$ cat config.mk
export PLATFORM = sky130hd
export DESIGN_NAME = frame_update_arbiter
export DESIGN_NICKNAME = d
export VERILOG_FILES = /design/src/rtl/frame_update_arbiter.sv
export SDC_FILE = /design/constraint.sdc
export NUM_CORES = 1
export LEC_CHECK = 0
export ABC_AREA = 1
export CORE_ASPECT_RATIO = 1.4
export CORE_MARGIN = 8
export CORE_UTILIZATION = 40
export DETAILED_ROUTE_END_ITERATION = 6
export MAX_ROUTING_LAYER = met4
export SLEW_MARGIN = 40
export SYNTH_ARGS = -nofsm -noshare
export SYNTH_HDL_FRONTEND = slang
export SYNTH_SLANG_ARGS = --single-unit
$ cat constraint.sdc
create_clock -name clock -period 3.9 [get_ports clock]
set_input_delay 0.975 -clock clock [delete_from_list [all_inputs] [get_ports clock]]
set_output_delay 0.975 -clock clock [all_outputs]
set_load 0.01 [all_outputs]
$ cat src/rtl/frame_update_arbiter.sv
// Owns the shadow and displayed brick bitmaps: round-robin single-cell writes and a
// row-sequential clear go to the shadow, which is copied to the display at vSync fall.
module frame_update_arbiter #(
    parameter int N_REQ = 3,
    parameter int COLS  = 16,
    parameter int ROWS  = 12
) (
    input  logic                   clock,
    input  logic                   reset,
    input  logic [N_REQ-1:0]       req,
    input  logic [4*N_REQ-1:0]     wr_x,
    input  logic [4*N_REQ-1:0]     wr_y,
    input  logic [N_REQ-1:0]       wr_val,
    output logic [N_REQ-1:0]       gnt,
    input  logic                   clear_req,
    output logic                   clear_busy,
    input  logic                   vsync_in,
    output logic [COLS*ROWS-1:0]   frame_data,
    output logic                   commit,
    output logic [7:0]             frame_id,
    output logic                   drop_err
);
    localparam int NBITS = COLS * ROWS;
    localparam int PW    = $clog2(N_REQ);
    localparam int RW    = $clog2(ROWS);
    localparam int BW    = $clog2(NBITS);
    localparam int XW    = $clog2(4 * N_REQ);

    typedef enum logic [1:0] {S_IDLE, S_CLEAR, S_COMMIT} state_t;

    state_t               r_state;
    state_t               w_next_state;
    logic [PW-1:0]        r_ptr;
    logic [NBITS-1:0]     r_shadow;
    logic [NBITS-1:0]     r_frame;
    logic                 r_commit;
    logic [7:0]           r_fid;
    logic                 r_drop;
    logic [RW-1:0]        r_row;
    logic                 r_sync1;
    logic                 r_sync2;
    logic                 r_sync3;
    logic                 r_pending;

    logic                 w_vs_fall;
    logic                 w_gnt_any;
    logic [PW-1:0]        w_gnt_idx;
    logic [PW-1:0]        w_cand;
    logic [N_REQ-1:0]     w_gnt;
    logic [XW-1:0]        w_sel_base;
    logic [3:0]           w_sel_x;
    logic [3:0]           w_sel_y;
    logic                 w_sel_val;
    logic                 w_in_range;
    logic [BW-1:0]        w_bit;
    logic [BW-1:0]        w_row_base;

    // Third flop only remembers the previous synchronised level for edge detection.
    assign w_vs_fall = r_sync3 & ~r_sync2;

    // Grants only in IDLE with no clear or commit competing; search starts after r_ptr.
    always_comb begin
        w_gnt_any = 1'b0;
        w_gnt_idx = '0;
        w_cand    = '0;
        w_gnt     = '0;
        if (r_state == S_IDLE && !clear_req && !r_pending) begin
            for (int k = 1; k <= N_REQ; k++) begin
                w_cand = PW'((int'(r_ptr) + k) % N_REQ);
                if (!w_gnt_any && req[w_cand]) begin
                    w_gnt_any = 1'b1;
                    w_gnt_idx = w_cand;
                end
            end
            if (w_gnt_any) w_gnt[w_gnt_idx] = 1'b1;
        end
    end

    assign w_sel_base = XW'(4 * int'(w_gnt_idx));
    assign w_sel_x    = wr_x[w_sel_base +: 4];
    assign w_sel_y    = wr_y[w_sel_base +: 4];
    assign w_sel_val  = wr_val[w_gnt_idx];
    assign w_in_range = (int'(w_sel_x) < COLS) && (int'(w_sel_y) < ROWS);
    assign w_bit      = BW'(NBITS - 1 - (int'(w_sel_y) * COLS + int'(w_sel_x)));
    assign w_row_base = BW'(NBITS - COLS * (int'(r_row) + 1));

    always_ff @(posedge clock or negedge reset) begin
        if (!reset) r_state <= S_IDLE;
        else        r_state <= w_next_state;
    end

    always_comb begin
        w_next_state = r_state;
        case (r_state)
            S_IDLE: begin
                if (clear_req)      w_next_state = S_CLEAR;
                else if (r_pending) w_next_state = S_COMMIT;
            end
            S_CLEAR:  if (r_row == RW'(ROWS - 1)) w_next_state = S_IDLE;
            S_COMMIT: w_next_state = S_IDLE;
            default:  w_next_state = S_IDLE;
        endcase
    end

    always_ff @(posedge clock or negedge reset) begin
        if (!reset) begin
            r_ptr     <= PW'(N_REQ - 1);
            r_shadow  <= '0;
            r_frame   <= '0;
            r_commit  <= 1'b0;
            r_fid     <= '0;
            r_drop    <= 1'b0;
            r_row     <= '0;
            r_sync1   <= 1'b1;
            r_sync2   <= 1'b1;
            r_sync3   <= 1'b1;
            r_pending <= 1'b0;
        end else begin
            r_sync1  <= vsync_in;
            r_sync2  <= r_sync1;
            r_sync3  <= r_sync2;
            r_commit <= 1'b0;
            r_drop   <= 1'b0;
            // A fall arriving during the commit cycle must survive to force another commit.
            if (w_vs_fall)                r_pending <= 1'b1;
            else if (r_state == S_COMMIT) r_pending <= 1'b0;
            case (r_state)
                S_IDLE: begin
                    if (clear_req) begin
                        r_row <= '0;
                    end else if (w_gnt_any) begin
                        r_ptr <= w_gnt_idx;
                        if (w_in_range) r_shadow[w_bit] <= w_sel_val;
                        else            r_drop <= 1'b1;
                    end
                end
                S_CLEAR: begin
                    r_shadow[w_row_base +: COLS] <= '0;
                    r_row <= r_row + 1'b1;
                end
                S_COMMIT: begin
                    r_frame  <= r_shadow;
                    r_commit <= 1'b1;
                    r_fid    <= r_fid + 8'd1;
                end
                default: ;
            endcase
        end
    end

    assign gnt        = w_gnt;
    assign clear_busy = (r_state == S_CLEAR);
    assign frame_data = r_frame;
    assign commit     = r_commit;
    assign frame_id   = r_fid;
    assign drop_err   = r_drop;
endmodule

==> flow_summary.toml, run 1 <==
[worst_setup_path]
startpoint_type = "flop"
worst_ep_arrival_time_ns = 4.33
cp-end-kind = "flop"
worst_ep_required_time_ns = 4.38
critPathLaunch = "r_ptr[1]$_DFFE_PN1P_"
max_stage_delay_ns = 0.58
critPathSlowestCell = "dfstp_2"
worstSetupPathType = "flop to flop"
crit_path_cell_trace = "ha_4 -> buf_6 -> o21ai_4 -> nand2_4 -> a31oi_4 -> nand2_2 -> nand2_4 -> buf_6 -> nand3_4 -> o41ai_4 -> ha_4 -> nand3_2 -> nor2_2 -> nor2_4 -> nor2_4 -> nor2_4 -> nand2_2 -> nand2_4 -> nand2_8 -> nor2_4 -> buf_6 -> buf_6 -> nand4_1 -> nand2_1"
r2r-start = "r_ptr[1]$_DFFE_PN1P_"
critPathMaxFanout = 7

[layout]
regArea_sq_mm = 0.01016
final_cell_mix = "nand2_1, dfrtp_1, nand4_1"
layout-area-overhead-vs-synth_pct = 36.58
drive_gt1_share_pct = 15.56
final_common_cell = "nand2_1"
fillerInstances = 4700
n_antenna_cell = 0
nets = 3081
final_cells = 3710
multi_input_area_sq_mm = 0.009529
fin_util_pct = 55.35

[floorplanning]
core_area_sq_mm = 0.05113
rows = 98
chipWidth_um = 208.4
die-area_sq_mm = 0.05945
ioPinCount = 240
fp.dieH_um = 285.3
initial_core_util_pct = 40.53

[run]
maxCapViolations = 0

[sta]
drv_slew = 0
hold_slack_ns = 0.3011
final-hold-violation-count = 0
rsz0062_at_grt = "yes"
worst_slack_ns = 0.05179
finClkSkew_ns = 0.01065
fin_crit_sh_pct = 98.67
layout_min_cycle_time_ns = 3.848
worst_pin_slew_ns = 0.8304
slew_headroom_pct = 44.64
max_freq_mhz = 259.9
fin_tns_setup_ns = 0
finalSetupViolCount = 0

[synthesis]
synth_top_area_share_pct = 48.54
yosysWarnings = 0
synth_area_per_cell_sq_um = 7.664
syn-instance-count = 2704
syn-num-nets = 2752
syn_area_sq_mm = 0.02072
ys_ff_latch = 406
seq_area_frac_synth_pct = 49.05
yosysUniqueCellTypes = 46
ys_top_cells_by_area = "dfrtp_1, nand2_1, nand4_1"
synth_top_cell_by_area = "dfrtp_1"

[run_status]
status = "finished, violations left"
violations = "design-rule violations"

[clocking]
cts.path.max_buffers = 3
insertion_delay_ns = 0.55
cts_sinks = 406
cts_made_buffers = 43
htreeDepth = 2
cts_tree = "done"
path_clk_slew_ns = 0.06
cts-hold-fix-buffers = 0
cts-root-buf = "clkbuf_16"

[route]
drtIter0Drc = 1963
viasPerCell = 5.489
ant_nets = 0
wl_per_cell_um = 19.70
drcViolationCount = 2
dr_total_vias = 20360
wirelength_um = 73080
drtPass1Iterations = 7

[min_path]
hp-class = "primary input to async pin"

[place]
place.gp.congestion = 0.8566
numPortBuffers = 239
pre_cts_slack_ns = -0.7296
dp_hpwl_um = 45180
dp.cells = 3570

[grt]
grt_use_total_pct = 23.38
antenna_found_initial = 0
overflow = 0
grt_pass1_vias = 19570
grt_first_pass_wirelength_um = 110300
grt_start_max_net_pins = 200

[pwr]
power_density_mw_per_mm2 = 619.5
vdd_ir_drop_max_uv = 416.2
total_leakage_power_nw = 14.39
==> repair_timing <==
action / in CTS / in global routing
resized for setup: 23 / 91
gates cloned: 4 / 25
endpoints found under the setup margin: 195 / 194
pin swaps: 8 / 52
buffers inserted: 9 / 31
==> cells by family (layout without fill, tap and decap cells) <==
logic type | count (synthesis) | count (layout) | share of synthesized area (%)
adder cells (fa/ha/maj) | 14 | 14 | 0.8453
AO/OA/AOI/OAI | 47 | 47 | 1.461
XOR/XNOR | 11 | 11 | 0.5012
buffers and inverters | 303 | 658 | 7.118
AND/OR/NAND/NOR | 1923 | 1924 | 41.03
flip-flops | 406 | 406 | 49.05
==> sequential cells by signal (all words and copies together) (netlist names) <==
name	count
frame_id	8
r_state	2
frame_data	192
commit	1
r_pending	1
r_shadow	192
r_ptr	2
r_sync3	1
r_row	4
r_sync2	1
drop_err	1
r_sync1	1
==> stage by stage <==
step                total power, mW  cell area (sq um)
finish                        17.54              28300
global route                  18.35              28300
CTS                           16.00              27020
detailed placement            11.23              25260
global placement              11.15              25230
floorplan                     8.744              20720
==> report_power, final <==
part	switching, mW	internal, mW
clock	1.73	2.60
combinational	5.36	3.45
sequential	0.0880	4.30
==> final timing paths <==
| kind | cells after the start | end | slack, ns |
|---|---|---|---|
| max in group asynchronous | 3 | frame_data[10]$_DFFE_PN0P_ | 2.56 |
| hold / removal | 1 | frame_data[121]$_DFFE_PN0P_ | 0.30 |
| setup reg to reg | 24 | r_shadow[102]$_DFFE_PN0P_ | 0.05 |
| min in group clock | 0 | r_sync3$_DFF_PN1_ | 0.37 |
| setup / recovery | 24 | r_shadow[102]$_DFFE_PN0P_ | 0.05 |
| hold reg to reg | 0 | r_sync3$_DFF_PN1_ | 0.37 |
==> cells in the mapped netlist, drive strengths merged <==
library cell and instances:
a31oi 1, buf 171, nand4 398, o41ai 2, or2 2, nor2 44
a32o 1, nor3 7, nand3 38, inv 68, a31o 2, xor2 8
o21ai 19, nand3b 2, and3 1, dfstp 4, nand2 1431, clkbuf 64
a21o 1, o211ai 1, xnor2 3, a21oi 13, o31ai 1, a41oi 1
o22ai 3, dfrtp 402, o21bai 2, ha 14
==> metal layers <==
| layer | global-route usage (%) | share of wire [%] | up-vias |
|---|---|---|---|
| li1 | - | - | 9516 |
| met1 | 29.02 | 41 | 9843 |
| met2 | 38.62 | 49 | 840 |
| met3 | 3.074 | 6.3 | 165 |
| met4 | 8.887 | 3.6 | 0 |
| met5 | - | 0 | - |
==> worst max-delay path, delay by kind of cell (launching register included) <==
kind	cells	cell delay, ns
buffers and inverters	4	0.57
adder cells (fa/ha/maj)	2	0.51
AO/OA/AOI/OAI	3	0.38
flip-flops	1	0.58
AND/OR/NAND/NOR	15	1.73
==> cell type report <==
cell class / instances / share of cell area, %
repair buffers: 518 / 21.44
clock buffers: 55 / 4.182
well taps: 650 / 2.873
clock inverters: 17 / 0.9549
inverters: 68 / 0.9637
multi-input cells: 1996 / 33.67
flip-flops and latches: 406 / 35.91
No activity file was read; power rests on OpenSTA's default activity.
==> run 2: changes to the inputs <==
--- a/config.mk
+++ b/config.mk
@@ -15,3 +15,4 @@
 export SYNTH_ARGS = -nofsm -noshare
 export SYNTH_HDL_FRONTEND = slang
 export SYNTH_SLANG_ARGS = --single-unit
+export TNS_END_PERCENT = 10
==> flow_summary.toml, run 2 (synthesis gave the netlist of run 1 again) <==
[run_status]
status = "complete, no violations"

[sta]
hold_slack_ns = 0.3035
drv_slew = 0
final-hold-violation-count = 0
rsz0062_at_grt = "yes"
worst_pin_slew_ns = 0.8053
max_freq_mhz = 262.5
finClkSkew_ns = 0.01045
slew_headroom_pct = 46.31
layout_min_cycle_time_ns = 3.810
fin_crit_sh_pct = 97.69
finalSetupViolCount = 0

[clocking]
cts_sinks = 406
cts_made_buffers = 43
cts.path.max_buffers = 3
path_clk_slew_ns = 0.06
htreeDepth = 2
insertion_delay_ns = 0.55
cts_tree = "done"
cts-root-buf = "clkbuf_16"

[place]
place.gp.congestion = 0.8566
dp_hpwl_um = 45180
numPortBuffers = 239

[worst_setup_path]
cp-end-kind = "flop"
worst_ep_arrival_time_ns = 4.29
worstSetupPathType = "flop to flop"
crit_path_cell_trace = "buf_6 -> ha_4 -> buf_4 -> o21ai_4 -> buf_4 -> a31oi_2 -> nand2_2 -> buf_6 -> inv_2 -> o41ai_4 -> ha_4 -> nand3_1 -> nor2_1 -> nor2_2 -> nor2_2 -> nor2_4 -> nand2_2 -> nand2_2 -> nand2_4 -> nor2_4 -> buf_4 -> clkbuf_16 -> nand4_1 -> nand2_1"
max_stage_delay_ns = 0.55
startpoint_type = "flop"
critPathSlowestCell = "dfstp_2"
critPathMaxFanout = 19
worst_ep_required_time_ns = 4.38

[layout]
final_cell_mix = "nand2_1, dfrtp_1, nand4_1"
nets = 3055
layout-area-overhead-vs-synth_pct = 33.57
final_common_cell = "nand2_1"
drive_gt1_share_pct = 14.44
n_antenna_cell = 0

[min_path]
hp-class = "primary input to async pin"

[route]
drcViolationCount = 0
dr_total_vias = 19980
wirelength_um = 70420
wl_per_cell_um = 19.11
ant_nets = 0
drtPass1Iterations = 5
drtIter0Drc = 1975
viasPerCell = 5.425

[grt]
grt_pass1_vias = 19520
antenna_found_initial = 0
grt_use_total_pct = 23.16
overflow = 0
grt_start_max_net_pins = 200
grt_first_pass_wirelength_um = 109600

[pwr]
power_density_mw_per_mm2 = 604.6
p_seq_share_pct = 26.2
p_sw_mw = 6.864
p_comb_share_pct = 47.9
fin_total_pwr_mw = 16.74
vdd_ir_drop_max_uv = 396.2
internal_power_mw = 9.873
total_leakage_power_nw = 14.13
clockPowerShare_pct = 25.9
switching_share_pct = 41.01

[floorplanning]
die-area_sq_mm = 0.05945
core_area_sq_mm = 0.05113
ioPinCount = 240
rows = 98
initial_core_util_pct = 40.53
chipWidth_um = 208.4
fp.dieH_um = 285.3

[run]
maxCapViolations = 0
==> run 2: cell count changes in the layout (fill, tap and decap cells not counted), moves of 3 or more <==
cell / previous run / this run
buf_12: 74 / 69
buf_6: 16 / 9
clkbuf_16: 66 / 56
inv_2: 19 / 16
nand2_1: 1395 / 1399
nand2_2: 27 / 22
nand2_4: 7 / 10
nand2_8: 3 / 0
nand3_1: 25 / 28
==> run 2: worst max-delay path: cells and delay by family (launching register included) <==
family          cells  cell delay, ns
compound gates      3            0.50
fa+ha+maj           2            0.49
buf+inv             7            0.91
flops               1            0.55
simple gates       12            1.29
==> run 2: power groups by stage <==
stage / clock, mW / combinational, mW / sequential [mW]
detailed placement: 0 / 6.78 / 4.45
finish: 4.33 / 8.02 / 4.38
global placement: 0 / 6.70 / 4.45
global route: 4.60 / 8.62 / 4.39
floorplan: 0 / 4.30 / 4.44
CTS: 4.43 / 7.01 / 4.38
==> run 2: final timing paths <==
path                                 startpoint                          end  slack, ns  depth (start not counted)
setup / recovery           r_ptr[1]$_DFFE_PN1P_     r_shadow[65]$_DFFE_PN0P_       0.09                         24
hold / removal                            reset  frame_data[121]$_DFFE_PN0P_       0.30                          1
setup reg to reg           r_ptr[1]$_DFFE_PN1P_     r_shadow[65]$_DFFE_PN0P_       0.09                         24
hold reg to reg               r_sync2$_DFF_PN1_            r_sync3$_DFF_PN1_       0.37                          0
max in group asynchronous                 reset   frame_data[10]$_DFFE_PN0P_       2.55                          3
min in group clock            r_sync2$_DFF_PN1_            r_sync3$_DFF_PN1_       0.37                          0
==> run 2: through the flow <==
step	worst slack [ns]	setup TNS (ns)	std cells	area, sq um	utilization (%)
3_3_place_gp	-0.6416	-108.61	3569	25230	49.34
3_5_place_dp	-0.7296	-126.25	3570	25260	49.40
5_1_grt	-0.1089	-10.38	3684	27680	54.14
2_1_floorplan	0.2115	0	2704	20720	-
6_report	0.09026	0	3684	27680	54.14
4_1_cts	-0.03452	-0.04715	3647	26870	52.56
==> run 2: per-layer routing <==
layer  track usage (%)  vias up  wire length (um)
met4             9.047        0              2556
met3             3.019      139              4097
li1                  -     9450                 -
met2             38.27      748             34490
met1             28.67     9647             29270
met5                 -        -                 0
==> run 2: repair_timing <==
| action | CTS | global route |
|---|---|---|
| cloned | 2 | 11 |
| endpoints found under the hold margin | 0 | 0 |
| pin swaps | 2 | 28 |
| resized for setup | 20 | 61 |
| setup endpoints to repair | 195 | 194 |
| buffers inserted | 3 | 25 |
| hold buffers | 0 | 0 |
==> run 2: area by class of cell <==
type	count	area (sq um)
clock buffers	55	1184
clock inverters	17	270.3
fillers	4773	23450
inverters	68	275.3
multi-input cells	1995	9413
flip-flops and latches	406	10160
well taps	650	813.3
repair buffers	493	5562
==> run 3: changes to the inputs <==
--- a/config.mk
+++ b/config.mk
@@ -6,11 +6,15 @@
 export NUM_CORES = 1
 export LEC_CHECK = 0
 export ABC_AREA = 1
+export CAP_MARGIN = 20
+export CELL_PAD_IN_SITES_DETAIL_PLACEMENT = 0
+export CELL_PAD_IN_SITES_GLOBAL_PLACEMENT = 1
 export CORE_ASPECT_RATIO = 1.4
 export CORE_MARGIN = 8
 export CORE_UTILIZATION = 40
 export DETAILED_ROUTE_END_ITERATION = 6
 export MAX_ROUTING_LAYER = met4
+export PLACE_DENSITY_LB_ADDON = 0.1
 export SLEW_MARGIN = 40
 export SYNTH_ARGS = -nofsm -noshare
 export SYNTH_HDL_FRONTEND = slang
==> flow_summary.toml, run 3 (synthesis gave the netlist of run 1 again) <==
[run_status]
status = "complete, no violations"

[floorplanning]
chipWidth_um = 208.4
fp.dieH_um = 285.3
rows = 98
die-area_sq_mm = 0.05945
initial_core_util_pct = 40.53
ioPinCount = 240
core_area_sq_mm = 0.05113

[sta]
fin_crit_sh_pct = 98.56
layout_min_cycle_time_ns = 3.844
drv_slew = 0
final-hold-violation-count = 0
slew_headroom_pct = 47.73
worst_slack_ns = 0.05611
rsz0062_at_grt = "yes"
finClkSkew_ns = 0.01841
finalSetupViolCount = 0
fin_tns_setup_ns = 0
worst_pin_slew_ns = 0.7840
max_freq_mhz = 260.2
hold_slack_ns = 0.3528

[layout]
layout-area-overhead-vs-synth_pct = 33.91
nets = 3068
drive_gt1_share_pct = 14.77
final_common_cell = "nand2_1"
final_cell_mix = "nand2_1, dfrtp_1, nand4_1"
fillerInstances = 4809

[grt]
grt_use_total_pct = 23.23
grt_pass1_vias = 19140
grt_start_max_net_pins = 131
grtUsageMet1_pct = 30.45
grt_first_pass_wirelength_um = 110000
antenna_found_initial = 1
use_met3_pct = 3.052
grtUsageMet2_pct = 37.11
overflow = 0
grt-busiest-layer = "met2"

[run]
maxCapViolations = 0

[place]
dp_hpwl_um = 45870
pre_cts_slack_ns = -0.7307
place.gp.congestion = 0.8382
numPortBuffers = 239

[worst_setup_path]
critPathMaxFanout = 11
cp-end-kind = "flop"
worst_ep_arrival_time_ns = 4.33
critPathLaunch = "r_ptr[1]$_DFFE_PN1P_"
startpoint_type = "flop"
worstSetupPathType = "flop to flop"
worst_ep_required_time_ns = 4.38
r2r-start = "r_ptr[1]$_DFFE_PN1P_"

[route]
viasPerCell = 5.342
wl_per_cell_um = 19.36
ant_nets = 0
dr_total_vias = 19790
wirelength_um = 71710
drtIter0Drc = 1572
drcViolationCount = 0
drtPass1Iterations = 5

[clocking]
path_clk_slew_ns = 0.06
cts_sinks = 406
cts-root-buf = "clkbuf_16"
cts_tree = "done"
cts-hold-fix-buffers = 0
cts_made_buffers = 42
insertion_delay_ns = 0.55
cts.path.max_buffers = 3
htreeDepth = 2

[pwr]
total_leakage_power_nw = 14.24
power_density_mw_per_mm2 = 610.7
vdd_ir_drop_max_uv = 519.8

[min_path]
hp-class = "primary input to async pin"
==> run 3: cell type report <==
cell class | count | area (sq um) | area share [%]
inverters | 68 | 270.3 | 0.9739
well taps | 650 | 813.3 | 2.931
diodes | 1 | 2.502 | 0.009018
clock inverters | 17 | 145.1 | 0.5230
clock buffers | 60 | 1270 | 4.576
repair buffers | 507 | 5731 | 20.65
multi-input cells | 1995 | 9354 | 33.71
flip-flops and latches | 406 | 10160 | 36.63
==> run 3: power breakdown <==
part           internal, mW  switching, mW
Sequential             4.30         0.0825
Combinational          3.21           5.23
Clock                  2.40           1.73
==> run 3: routing by layer <==
layer  vias to the layer above  share of wire, %
met2                       699                47
met4                         0               3.5
li1                       9486                 -
met5                         -                 0
met1                      9470                43
met3                       131               5.8
==> run 3: path summary, 6_finish.rpt <==
kind	end	slack, ns	depth (start not counted)
max reg2reg	r_shadow[67]$_DFFE_PN0P_	0.06	23
max in group asynchronous	r_sync3$_DFF_PN1_	2.62	2
min reg2reg	r_sync2$_DFF_PN1_	0.36	0
min	frame_id[3]$_DFFE_PN0P_	0.35	1
max	r_shadow[67]$_DFFE_PN0P_	0.06	23
min in group clock	r_sync2$_DFF_PN1_	0.36	0
==> run 3: timing repair <==
item                       in CTS  in global routing
setup endpoints to repair     194                193
gates resized for setup        15                 60
buffers inserted                3                 22
cloned                          2                 16
pin swaps                       3                 39
==> run 3: stage by stage <==
stage | area [sq um] | utilization [%] | instances | power [mW]
3_3_place_gp | 25350 | 49.57 | 3583 | 11.48
2_1_floorplan | 20720 | - | 2704 | 8.744
4_1_cts | 26940 | 52.69 | 3666 | 15.88
5_1_grt | 27750 | 54.27 | 3704 | 17.81
3_5_place_dp | 25370 | 49.62 | 3584 | 11.54
6_report | 27750 | 54.27 | 3704 | 16.95
==> run 3: critical path: stages, from the launching register on <==
cell and delay, ns:
dfstp_2 0.58, ha_4 0.26, o21ai_2 0.19, nand2_4 0.11, a31oi_1 0.22, nand2_2 0.14
nand2_4 0.14, buf_12 0.12, nand3_2 0.10, nand2_2 0.09, inv_2 0.04, ha_1 0.30
a21oi_2 0.14, nand2_2 0.10, nand2_1 0.11, nand2_1 0.07, nand2_1 0.10, nand2_4 0.14
buf_4 0.18, nor2_4 0.13, buf_4 0.17, clkbuf_16 0.18, nand4_1 0.09, nand2_1 0.08
==> RTL edit (config.mk and constraints of run 2) <==
The parameter `ROWS` goes from 12 to 13.
--- a/src/rtl/frame_update_arbiter.sv
+++ b/src/rtl/frame_update_arbiter.sv
@@ -5,3 +5,3 @@
     parameter int COLS  = 16,
-    parameter int ROWS  = 12
+    parameter int ROWS  = 13
 ) (
Interface: changed (resized frame_data); port bits go from 240 to 256. No check against the original RTL was run, so the function may have changed too.
==> RTL edit against run 2 <==
Design area up 3.6%. Global-route usage down 0.44 points. Setup slack worse by 0.059 ns. Sequential cell count up 32. Sequential power up 7.3%. Synthesized area up 4.8%. Wire length up 6.6%. Clock skew up 0.016 ns. Total power down 1.5%. Critical endpoint is now r_shadow[165]$_DFFE_PN0P_. Highest routed layer unchanged.
==> RTL edit: results (changes against run 2) <==
- Source-to-sink clock delay at the later pin of the worst-skew pair: 0.58 ns (was 0.55 ns)
- The maximum ir drop on the vdd rail was 0.477 mV (was 0.396 mV).
- The clock buffer count from CTS is 45 (was 43).
- Top cells by count, synth: 1535 x nand2_1, 434 x dfrtp_1, 217 x nand4_1 (was 1412 x nand2_1, 402 x dfrtp_1, 397 x nand4_1).
* Final non-filler cell total: 3868 (was 3684)
* Pre-CTS setup slack: -0.753 ns (was -0.730 ns)
- Min Clock Period, post-route: 3.87 ns (was 3.81 ns)
- Peak fanout along the critical path: 12 (was 19)
- Capturing instance or port of the critical path: r_shadow[165]$_DFFE_PN0P_ (was r_shadow[65]$_DFFE_PN0P_)
* Clk slew on worst S/H paths: 0.07 ns
* Delay of the slowest critical-path stage: 0.49 ns (was 0.55 ns)
* DP Wirelength: 46.3 mm (was 45.2 mm)
- Drt wl/cell: 19.4 µm (was 19.1 µm)
- The via-per-instance ratio is 5.20 (was 5.42).
* Register-to-Register Setup Slack: 0.12 ns (was 0.09 ns)
* Placed Instance Area: 25800 µm² (was 25300 µm²)
- Deepest clock path buffer count: 3 (unchanged)
- Vias in the first global route: 19500 (about the same)
- WP data arrival: 4.38 ns (was 4.29 ns)
* Pleak: 14.7 nW (was 14.1 nW)
* H-tree depth reported by CTS: 2 (unchanged)
* Iteration-0 DRC Markers: 1708 (was 1975)
- The placed cell count was 3736 (was 3570).
- Layout Skew: 0.0260 ns (was 0.0105 ns)
- Portion of the post-synthesis area used by sequential elements: 0.505 (was 0.490)
- Drt first pass iters: 6 (was 5)
* Number of different library cells in the post-synthesis netlist: 41 (was 46)
- The met2 global-route usage is 0.367 (was 0.383).
- The share of final-layout standard cells stronger than drive strength 1 came to 0.118 (was 0.144).
- Largest cells by area after synthesis: dfrtp_1 50%, nand2_1 27%, nand4_1 6.2% (was dfrtp_1 49%, nand2_1 26%, nand4_1 12%)
* I/O Buffers: 255 (was 239)
- The post-layout net count is 3161 (was 3055).
* Transition time at the pin with the least slew margin: 0.801 ns (was 0.805 ns)
- Outcome: finished, final reports clean (unchanged)
- The beginning of the critical path was req[2] (was r_ptr[1]$_DFFE_PN1P_).
* Overall global routing resource usage: 0.227 (was 0.232)
* Row count: 101 (was 98)
- Count of mapped cells out of synthesis: 2823 (was 2704)
- The master of the slowest instance on the critical path is clkdlybuf4s50_1 (was dfstp_2).
- The number of nets in the synthesized netlist is 2873 (was 2752).
- The met1 usage in global routing came to 0.291 (was 0.287).
- The layout filler cell count was 5120 (was 4773).
[RTL edit: cell count changes in the layout (fill, tap and decap cells not counted), moves of 10 or more]
| cell | delta |
|---|---|
| clkbuf_16 | +11 |
| nor2_1 | -10 |
| nand2_1 | +118 |
| nand4_1 | -180 |
| buf_4 | -57 |
| clkdlybuf4s50_1 | +16 |
| dfrtp_1 | +32 |
| or2_0 | +210 |
| clkbuf_8 | +12 |
| a21oi_4 | +11 |
| buf_12 | -34 |
[RTL edit: logic make-up (layout without fill, tap and decap cells)]
family,Yosys count,after routing,share of synthesized area
and+or+nand+nor,2070,2072,0.416
DFF,438,438,0.505
buffers and inverters,247,568,0.0519
AOI/OAI and AO/OA,41,41,0.0140
adders and majority gates,16,16,0.00922
xor gates and xnor gates,11,11,0.00444
other,0,1,0
[RTL edit: layer usage]
metal	up-vias	routed length, µm
met1	9748	31400
met2	701	36300
li1	9507	-
met4	0	2800
met3	168	4600
met5	-	0
[RTL edit: what timing repair did]
item	CTS	global route
cloned	0	25
endpoints found under the setup margin	191	210
resized for setup	19	90
pin swaps	1	46
hold endpoints to repair	0	0
buffers inserted	0	24
[RTL edit: area by class of cell]
type                    instances  area share
flip-flops and latches        438       0.382
multi-input cells            2140       0.356
clock inverters                15     0.00729
diodes                          1   0.0000873
repair buffers                429       0.168
inverters                      57     0.00790
clock buffers                  67      0.0470
well taps                     721      0.0315
[RTL edit: through the flow]
stage | hold slack (ns) | util
final | 0.308 | 0.531
after global routing | 0.326 | 0.531
after CTS | 0.310 | 0.508
after detailed placement | 0.348 | 0.478
after global placement | 0.349 | 0.476
after floorplan | 0.345 | -
[RTL edit: where the power goes]
group          switching [mW]  leakage [nW]  internal (mW)
Combinational            4.77          7.84           2.46
Clock                    1.89         0.760           2.67
Sequential             0.0739          6.09           4.62
Total                    6.74          14.7           9.75
